`src/rtl/adder_pkg.sv`:
```
// Shared definitions for the nibble-serial adder and its 4-bit adder slice.
package adder_pkg;

  localparam int NIBBLE_W = 4;

  typedef enum logic [1:0] {
    IDLE = 2'd0,
    CALC = 2'd1,
    DONE = 2'd2
  } nsa_state_t;

  // Number of nibbles needed to cover an operand of the given width.
  function automatic int nibble_count(input int width);
    return width / NIBBLE_W;
  endfunction

endpackage

```
`src/rtl/cla_4b.sv`:
```
// 4-bit carry look-ahead adder: Sum/Cout = A + B + Cin.
module cla_4b
  import adder_pkg::*;
(
  input  logic [NIBBLE_W-1:0] A,
  input  logic [NIBBLE_W-1:0] B,
  input  logic                Cin,
  output logic [NIBBLE_W-1:0] Sum,
  output logic                Cout
);

  logic [NIBBLE_W-1:0] g;
  logic [NIBBLE_W-1:0] p;
  logic [NIBBLE_W:0]   c;

  assign g = A & B;
  assign p = A ^ B;

  // Every carry is a flat sum of products of generate/propagate terms.
  assign c[0] = Cin;
  assign c[1] = g[0] | (p[0] & Cin);
  assign c[2] = g[1] | (p[1] & g[0]) | (p[1] & p[0] & Cin);
  assign c[3] = g[2] | (p[2] & g[1]) | (p[2] & p[1] & g[0])
              | (p[2] & p[1] & p[0] & Cin);
  assign c[4] = g[3] | (p[3] & g[2]) | (p[3] & p[2] & g[1])
              | (p[3] & p[2] & p[1] & g[0]) | (p[3] & p[2] & p[1] & p[0] & Cin);

  assign Sum  = p ^ c[NIBBLE_W-1:0];
  assign Cout = c[NIBBLE_W];

endmodule

```
`src/rtl/nibble_serial_adder.sv`:
```
// Wide adder that streams one nibble per clock through a single cla_4b,
// least-significant nibble first, with valid/ready handshakes on both sides.
module nibble_serial_adder
  import adder_pkg::*;
#(
  parameter int WIDTH = 16
) (
  input  logic             clk,
  input  logic             rst,
  input  logic             in_valid,
  output logic             in_ready,
  input  logic [WIDTH-1:0] A,
  input  logic [WIDTH-1:0] B,
  input  logic             Cin,
  output logic             out_valid,
  input  logic             out_ready,
  output logic [WIDTH-1:0] Sum,
  output logic             Cout,
  output logic             busy
);

  localparam int N     = nibble_count(WIDTH);
  localparam int IDX_W = (N > 1) ? $clog2(N) : 1;
  localparam logic [IDX_W-1:0] LAST_IDX = IDX_W'(N - 1);

  if (((WIDTH % NIBBLE_W) != 0) || (WIDTH < NIBBLE_W)) begin : g_width_check
    $error("nibble_serial_adder: WIDTH must be a multiple of 4 and at least 4");
  end

  nsa_state_t          state_q, state_d;
  logic                in_ready_q, in_ready_d;
  logic [WIDTH-1:0]    a_q, a_d;
  logic [WIDTH-1:0]    b_q, b_d;
  logic                carry_q, carry_d;
  logic [IDX_W-1:0]    idx_q, idx_d;
  logic [WIDTH-1:0]    acc_q, acc_d;
  logic [WIDTH-1:0]    sum_q, sum_d;
  logic                cout_q, cout_d;

  logic [NIBBLE_W-1:0] nib_a;
  logic [NIBBLE_W-1:0] nib_b;
  logic [NIBBLE_W-1:0] nib_sum;
  logic                nib_cout;

  assign nib_a = a_q[NIBBLE_W*idx_q +: NIBBLE_W];
  assign nib_b = b_q[NIBBLE_W*idx_q +: NIBBLE_W];

  cla_4b u_cla (
    .A   (nib_a),
    .B   (nib_b),
    .Cin (carry_q),
    .Sum (nib_sum),
    .Cout(nib_cout)
  );

  // Next-state and datapath update for the accept / calculate / deliver sequence.
  always_comb begin
    state_d = state_q;
    a_d     = a_q;
    b_d     = b_q;
    carry_d = carry_q;
    idx_d   = idx_q;
    acc_d   = acc_q;
    sum_d   = sum_q;
    cout_d  = cout_q;
    case (state_q)
      IDLE: begin
        if (in_valid && in_ready_q) begin
          a_d     = A;
          b_d     = B;
          carry_d = Cin;
          idx_d   = '0;
          state_d = CALC;
        end else begin
          state_d = IDLE;
        end
      end
      CALC: begin
        acc_d[NIBBLE_W*idx_q +: NIBBLE_W] = nib_sum;
        carry_d = nib_cout;
        idx_d   = idx_q + 1'b1;
        // The output register takes the accumulator including this final nibble.
        if (idx_q == LAST_IDX) begin
          sum_d   = acc_d;
          cout_d  = nib_cout;
          idx_d   = '0;
          state_d = DONE;
        end else begin
          state_d = CALC;
        end
      end
      DONE: begin
        if (out_ready) begin
          state_d = IDLE;
        end else begin
          state_d = DONE;
        end
      end
      default: state_d = IDLE;
    endcase
    in_ready_d = (state_d == IDLE);
  end

  // State and datapath registers with synchronous reset.
  always_ff @(posedge clk) begin
    if (rst) begin
      state_q    <= IDLE;
      in_ready_q <= 1'b0;
      a_q        <= '0;
      b_q        <= '0;
      carry_q    <= 1'b0;
      idx_q      <= '0;
      acc_q      <= '0;
      sum_q      <= '0;
      cout_q     <= 1'b0;
    end else begin
      state_q    <= state_d;
      in_ready_q <= in_ready_d;
      a_q        <= a_d;
      b_q        <= b_d;
      carry_q    <= carry_d;
      idx_q      <= idx_d;
      acc_q      <= acc_d;
      sum_q      <= sum_d;
      cout_q     <= cout_d;
    end
  end

  assign in_ready  = in_ready_q;
  assign out_valid = (state_q == DONE);
  assign busy      = (state_q != IDLE);
  assign Sum       = sum_q;
  assign Cout      = cout_q;

endmodule

```
`config.mk`:
```
export PLATFORM = sky130hd
export DESIGN_NAME = nibble_serial_adder
export DESIGN_NICKNAME = d
export VERILOG_FILES = /design/src/rtl/adder_pkg.sv /design/src/rtl/cla_4b.sv /design/src/rtl/nibble_serial_adder.sv
export SDC_FILE = /design/constraint.sdc
export NUM_CORES = 1
export LEC_CHECK = 0
export CAP_MARGIN = 20
export CORE_UTILIZATION = 52
export CTS_CLUSTER_SIZE = 30
export DETAILED_ROUTE_END_ITERATION = 6
export PLACE_DENSITY = 0.89
export SLEW_MARGIN = 30
export SYNTH_ARGS = -nofsm -noshare
export SYNTH_HDL_FRONTEND = slang
export SYNTH_SLANG_ARGS = --single-unit
```
`constraint.sdc`:
```
create_clock -name clk -period 3.9 [get_ports clk]
set_clock_uncertainty 0.05 [all_clocks]
set_input_delay 0.78 -clock clk [delete_from_list [all_inputs] [get_ports clk]]
set_output_delay 0.78 -clock clk [all_outputs]
set_load 0.01 [all_outputs]
```
==> results of run 1 <==
registers in the layout, indices dropped and copies added (netlist names):
name and cells:
Cout 1, Sum 16, a_q 16, acc_q 16, b_q 16, carry_q 1
idx_q 2, in_ready 1, state_q 2
cells in the mapped netlist (all sizes together), types with 7 or more instances:
master / instances / area [um^2]
dfxtp: 71 / 1421
a21oi: 40 / 200.2
a22oi: 9 / 67.56
buf: 9 / 45.04
a211oi: 25 / 187.7
inv: 7 / 26.27
clkbuf: 16 / 60.06
nand2: 68 / 255.2
nor2: 32 / 120.1
mux4: 8 / 180.2
nand3: 7 / 35.03
ha: 11 / 137.6
per-layer routing:
layer	up-vias	GRT usage [%]
met4	0	12.36
met5	-	0
met1	1234	29.59
met2	96	39.40
li1	1334	-
met3	12	5.143
metrics by stage:
step	setup slack, ns	instances	power [W]	util [%]
3_5_place_dp	1.025	454	0.0009985	65.80
3_3_place_gp	1.156	454	0.0009901	65.78
4_1_cts	0.9822	470	0.001524	68.95
2_1_floorplan	1.013	346	0.0009231	-
6_report	1.008	470	0.001517	68.95
5_1_grt	0.7565	470	0.001580	68.95
layout make-up:
class                   count  area (um^2)  area share (%)
multi-input cells         243         1582           40.66
flip-flops and latches     71         1421           36.54
repair buffers             61        593.1           15.25
clock buffers              14        162.7           4.181
well taps                  72        90.09           2.316
inverters                   7        26.28          0.6755
clock inverters             2        15.01          0.3860
how the worst max path moves through the flow:
stage / startpoint / to / cells past startpoint / slack (ns)
after floorplan: idx_q[0] / Sum[15] / 7 / 1.01
after global placement: idx_q[0] / Sum[11] / 6 / 1.16
after detailed placement: idx_q[0] / Sum[11] / 7 / 1.02
after CTS: idx_q[0] / Sum[11] / 7 / 0.98
after global routing: idx_q[0] / Sum[3] / 7 / 0.76
final: idx_q[0] / Sum[3] / 7 / 1.01
power by group:
group,switching (W),internal [W],total [W],leakage (nW)
Sequential,0.0000212,0.000756,0.000777,0.577
Combinational,0.000113,0.0000952,0.000208,0.704
Clock,0.000265,0.000266,0.000532,0.0829
Total,0.000399,0.00112,0.00152,1.36
worst max-delay path, stage by stage (launching register included):
cell	delay [ns]
dfxtp_1	0.57
buf_4	0.29
mux4_2	0.52
ha_1	0.37
a21o_1	0.21
a2bb2oi_2	0.36
a32oi_1	0.16
a211oi_1	0.27
cells by family after synthesis:
kind of cell,synth area share [%]
adders and majority gates,5.036
AOI/OAI and AO/OA,20.22
muxes,5.755
buffers and inverters,4.196
xor gates and xnor gates,0.2798
and+or+nand+nor,19.10
DFF,45.40
==> reports/metrics.csv, run 1 <==
metric,value,unit
most frequent cells in the layout,"dfxtp_1 (71), nand2_1 (68), clkdlybuf4s50_1 (55), a21oi_1 (40), nor2_1 (32)",
vias per cell,5.694,
status,"finished, final reports clean",
fin nets,442,
DRT iter0 DRCs,244,
number of enable flip-flop cells after synthesis,0,
port bufs,56,
Chip Height,79.59,um
Top Metal Used,met4,
fin crit share,74.16,%
fillers,432,
sequential fraction of the synthesis area,45.40,%
worst reg2reg path depth,7,
RePlAce Congestion,0.8403,
die area,6335,um^2
Crit Path Category,register to register,
mapped cell area,3131,um^2
"commonest non-fill, non-tap cell in the layout",dfxtp_1,
share of layout cells above drive strength 1,8.794,%
Syn-to-layout area delta,24.26,%
Async SR Flop Fraction,0,%
Final Max Tran Viols,0,
RSZ-0062 raised after global routing,false,
WL/cell,14.86,um
"FF+latch count, synth",71,
r2r endpoint,Sum[3],
CTS max path bufs,2,
Syn Area/Cell,9.048,um^2
first-pass GRT wire length,11690,um
clk slew on worst S/H paths,0.07,ns
CTS resizes,0,
met2 WL,3456,um
design area,3890,um^2
I/O pin cnt,57,
Hold Crit Depth,2,
DRC Markers,0,
ANT nets after route,0,
worst vdd ir,265.1,uV
1st-pass router iterations,4,
flop-to-flop setup slack,1.01,ns
diode count,0,
Setup Buffers After CTS,0,
Worst Setup End Kind,register,
Synth Flop Type,dfxtp_1,
pin count of the biggest net entering global routing,47,
worst slew pin tran,0.8082,ns
H-tree depth,3,
reg2reg start,idx_q[0],
Initial Util,55.49,%
"Hold-fix buffers, CTS",0,
syn nets,395,
Cells after Synth,346,
Crit path arrival time,3.10,ns
M1 WL,2999,um
WHS Endpoint,b_q[11],
initial antenna violation count,0,
core footprint,5642,um^2
"Distinct cells, synth",33,
worst-path fanout max,10,
worst hold margin,0.4102,ns
insertion delay to the later sink of the worst-skew pair,0.35,ns
Max-slew headroom,46.12,%
TritonCTS Buffers,9,
global route overflow,0,
"Hold Vio Cnt, Final",0,
Leak,1.363,nW
num rows,27,
Worst Min Path Start,b_q[11],
pwr/cell area,390.0,nW/um^2
final setup fails,0,
Setup TNS Final,0,ns
Placed Area,3712,um^2
total wire length,6985,um
Die Wd,79.59,um
GRT Overall Usage,24.06,%
via count,2676,
worst path required time,4.11,ns
vias in the first global route,2544,
Startpoint Class,register,
CTS tree,done,
met3 wire len,398,um
TritonCTS Sinks,71,
Yosys warning count,0,
Max Freq,0.3458,GHz
worst min-delay path category,register to register,
CTS root buffer,clkbuf_8,
post-route minimum period,2.892,ns
detailed placement HPWL,4868,um
Max Cap Viol,0,
No activity file was read; power rests on OpenSTA's default activity.
==> run 2, diff against run 1 <==
Settings changed: CORE_UTILIZATION 52 to 47, PLACE_DENSITY 0.89 to 0.86.
Clock period 3.9 ns to 2.4 ns, I/O delays scaled along.
==> run 2 against run 1 <==
Net effect:
- combinational power increased by 88%
- cell area grew 6.7%
- the run now ends with negative setup slack left
- largest power group unchanged
- register-to-register slack got worse by 1.0 ns
- die area up 10%
- maximum frequency grew 19%
- largest cell class unchanged
- total power rose by 71%
- critical path depth shrank 1
- worst setup slack worse by 1.0 ns
==> reports/metrics.csv, run 2 (same netlist as run 1, synthesis figures left out) <==
metric,value,unit
worst-path fanout max,8,
r2r endpoint,Sum[7],
Leak,1.441,nW
most frequent cells in the layout,"dfxtp_1 (70), nand2_1 (68), clkdlybuf4s50_1 (55), a21oi_1 (40), nor2_1 (32)",
Crit path arrival time,2.59,ns
H-tree depth,3,
flop-to-flop setup slack,-0.03,ns
DRT iter0 DRCs,220,
detailed placement HPWL,5136,um
first-pass GRT wire length,12100,um
reg2reg start,idx_q[0],
total wire length,7257,um
WL/cell,14.93,um
worst slew pin tran,0.4476,ns
1st-pass router iterations,4,
RSZ-0062 raised after global routing,true,
worst reg2reg path depth,6,
pwr/cell area,625.6,nW/um^2
die area,6991,um^2
Startpoint Class,register,
clk slew on worst S/H paths,0.07,ns
fin crit share,101.2,%
GRT Overall Usage,21.31,%
"Hold Vio Cnt, Final",0,
Worst Setup End Kind,register,
via count,2753,
Syn-to-layout area delta,32.57,%
Die Wd,83.61,um
ANT nets after route,0,
final setup fails,3,
worst setup margin,-0.02895,ns
Max Cap Viol,0,
TritonCTS Sinks,71,
Reg area,1425,um^2
RePlAce Congestion,0.8068,
vias in the first global route,2641,
port bufs,56,
Worst Min Path Start,b_q[12],
num rows,29,
Max Freq,0.4117,GHz
post-place setup slack,-0.06530,ns
vias per cell,5.665,
worst vdd ir,490.6,uV
fillers,524,
Initial Util,49.02,%
CTS root buffer,clkbuf_8,
crit path launch,idx_q[0],
diode count,0,
TritonCTS Buffers,9,
Crit Path Category,register to register,
DRC Markers,0,
violated checks,negative setup slack,
Final Max Tran Viols,0,
post-route minimum period,2.429,ns
status,finished with violations,
fin nets,454,
Placed Area,3829,um^2
Hold Crit Depth,2,
share of layout cells above drive strength 1,16.38,%
insertion delay to the later sink of the worst-skew pair,0.34,ns
CTS max path bufs,2,
worst min-delay path category,register to register,
design area,4150,um^2
Chip Height,83.61,um
"commonest non-fill, non-tap cell in the layout",dfxtp_1,
area of the multi-input gates,1710,um^2
global route overflow,0,
WHS Endpoint,b_q[12],
I/O pin cnt,57,
"Hold-fix buffers, CTS",0,
core footprint,6386,um^2
worst path required time,2.57,ns
initial antenna violation count,0,
Max-slew headroom,69.94,%
CTS tree,done,
pin count of the biggest net entering global routing,35,
[run 2: cell types whose count changed in the layout (fill, tap and decap cells not counted), sizes merged]
cell	change
buf	+12
clkbuf	-4
clkinv	+2
bufinv	+1
[run 2: stage by stage]
step	std cells	hold WS [ns]	utilization, %	TNS (ns)	power, W
5_1_grt	486	0.4260	64.99	-0.9117	0.002686
2_1_floorplan	346	0.3831	-	-0.4526	0.001505
4_1_cts	485	0.4084	63.56	-0.008377	0.002577
6_report	486	0.4050	64.99	-0.05999	0.002596
3_3_place_gp	470	0.3931	59.95	-0.02528	0.001631
3_5_place_dp	470	0.3987	59.95	-0.2457	0.001647
[run 2: power by group]
part	leakage [nW]	internal, W	total, W	switching [W]
Combinational	0.769	0.000188	0.000392	0.000203
Clock	0.0944	0.000502	0.000942	0.000440
Sequential	0.577	0.00123	0.00126	0.0000349
Total	1.44	0.00192	0.00260	0.000678
[run 2: worst max-delay path: stages (launching register included)]
cell	delay [ns]
dfxtp_4	0.40
mux4_2	0.55
ha_4	0.26
or2_1	0.24
a311o_2	0.47
a32oi_1	0.24
a211oi_1	0.10
[run 2: how the worst max path moves through the flow]
stage	end	slack, ns
2_1_floorplan	Sum[11]	-0.12
3_3_place_gp	Sum[7]	-0.01
3_5_place_dp	Sum[7]	-0.07
4_1_cts	Sum[15]	-0.005
5_1_grt	Sum[7]	-0.12
6_report	Sum[7]	-0.03
[run 2: layout make-up]
cell class	instances	share of cell area, %
multi-input cells	243	41.21
flip-flops and latches	71	34.34
repair buffers	73	16.76
clock buffers	10	3.316
well taps	77	2.321
clock inverters	5	1.417
inverters	7	0.6331
[run 2: per-layer routing]
layer  up-vias  track usage [%]  part of all wire [%]  wire length (um)
met4         0            7.858                   1.5               112
met1      1309            25.17                    41              3001
met3        14            6.231                   5.0               360
met5         -                0                     0                 0
met2        81            36.59                    52              3783
li1       1349                -                     -                 -
[run 2: repair_timing]
item | CTS | global route
setup endpoints to repair | 4 | 20
gates resized for setup | 4 | 14
pin swaps | 2 | 6
cloned | 0 | 0
buffers inserted | 0 | 1
==> run 3, diff against run 2 <==
Clock period 2.4 ns to 2 ns, I/O delays scaled along.
==> run 3 against run 2 <==
Net effect:
- the run still ends with negative setup slack left
- worst setup slack worse by 0.46 ns
- core utilization is 5.8 points higher
- hold slack worse by 0.029 ns
- register-to-register slack worse by 0.46 ns
- first-iteration DRC count is 20% lower
- critical path depth is 1 higher
- total power is 29% higher
- critical endpoint is now Sum[14]
- largest power group unchanged
==> reports/metrics.csv, run 3 (same netlist as run 1, synthesis figures left out) <==
metric,value,unit
status,finished with violations,
violated checks,negative setup slack,
total wire length,8477,um
Worst Setup End Kind,register,
port bufs,56,
worst slew pin tran,0.3798,ns
reg2reg start,idx_q[0],
die area,6991,um^2
1st-pass router iterations,4,
Design Power,0.003346,W
Die Wd,83.61,um
TritonCTS Sinks,71,
pin count of the biggest net entering global routing,35,
Placed Area,4025,um^2
Leak,1.601,nW
vias per cell,5.706,
via count,2916,
pwr/cell area,739.9,nW/um^2
global route overflow,0,
"commonest non-fill, non-tap cell in the layout",dfxtp_1,
Max Cap Viol,0,
Max Freq,0.4018,GHz
WL/cell,16.59,um
worst-path fanout max,7,
Final Max Tran Viols,0,
fin crit share,124.4,%
flop-to-flop setup slack,-0.49,ns
I/O pin cnt,57,
CTS max path bufs,2,
final setup fails,34,
initial antenna violation count,0,
worst reg2reg path depth,7,
H-tree depth,3,
vias in the first global route,2952,
worst setup margin,-0.4887,ns
fin nets,478,
num rows,29,
Setup TNS Final,-13.03,ns
Worst Setup EP,Sum[14],
Initial Util,49.02,%
CTS root buffer,clkbuf_8,
r2r endpoint,Sum[14],
insertion delay to the later sink of the worst-skew pair,0.35,ns
GRT Overall Usage,24.65,%
Startpoint Class,register,
RSZ-0062 raised after global routing,true,
clk slew on worst S/H paths,0.08,ns
ANT nets after route,0,
RePlAce Congestion,0.8723,
Cells after DPL,488,
DRC Markers,0,
post-route minimum period,2.489,ns
first-pass GRT wire length,13690,um
Crit path arrival time,2.70,ns
design area,4522,um^2
Crit Path Category,register to register,
worst path required time,2.21,ns
crit path launch,idx_q[0],
DRT iter0 DRCs,177,
detailed placement HPWL,5456,um
worst min-delay path category,primary input to register,
core footprint,6386,um^2
Syn-to-layout area delta,44.44,%
Chip Height,83.61,um
most frequent cells in the layout,"dfxtp_1 (70), nand2_1 (68), clkdlybuf4s50_1 (55), a21oi_1 (39), buf_4 (33)",
"Hold Vio Cnt, Final",0,
Max-slew headroom,74.68,%
diode count,0,
final std cells w/o fill,511,
CTS tree,done,
share of layout cells above drive strength 1,25.35,%
TritonCTS Buffers,9,
worst vdd ir,682.4,uV
run 3: how the worst min path moves through the flow:
| stage | endpoint | cells after the start | slack, ns | start |
|---|---|---|---|---|
| final | state_q[1] | 2 | 0.38 | rst |
| after global routing | state_q[1] | 2 | 0.38 | rst |
| after CTS | a_q[5] | 2 | 0.35 | rst |
| after detailed placement | b_q[12] | 2 | 0.40 | b_q[12] |
| after global placement | a_q[14] | 2 | 0.39 | a_q[14] |
| after floorplan | a_q[10] | 2 | 0.38 | a_q[10] |
run 3: layout make-up:
class                           instances  area [um^2]
Clock buffer                            9        123.9
Tap cell                               77        96.34
Inverter                                7        26.28
Sequential cell                        71         1425
Fill cell                             454         1864
Multi-Input combinational cell        244         1844
Clock inverter                          7        93.84
Timing Repair Buffer                   96        912.1
run 3: where the power goes:
part / internal, W / leakage [nW] / switching, W
Clock: 0.000704 / 0.114 / 0.000563
Sequential: 0.00147 / 0.577 / 0.0000436
Combinational: 0.000277 / 0.910 / 0.000284
Total: 0.00246 / 1.60 / 0.000890
run 3: timing repair:
item	CTS	global route
gates cloned	1	0
pin swaps	25	13
gates resized for setup	17	21
hold endpoints to repair	0	0
setup endpoints to repair	34	35
hold buffers	0	0
setup buffers	5	2
run 3: metal layers:
metal	track usage [%]	wire, um	up-vias
met5	0	0	-
met4	10.02	211	0
met3	6.133	440	17
met2	43.46	4496	115
met1	28.46	3327	1379
li1	-	-	1405
run 3: critical path: stages (launching register included):
cell      delay (ns)
dfxtp_4         0.41
mux4_2          0.58
ha_4            0.27
buf_4           0.14
a211o_1         0.32
nand3_2         0.18
nand3_1         0.16
a311oi_1        0.29
run 3: stage by stage:
step | hold slack, ns | util (%) | setup slack (ns)
floorplan | 0.3831 | - | -0.5163
global placement | 0.3926 | 63.03 | -0.4313
detailed placement | 0.4011 | 63.03 | -0.5007
CTS | 0.3489 | 68.85 | -0.4636
global route | 0.3807 | 70.81 | -0.5368
finish | 0.3759 | 70.81 | -0.4887
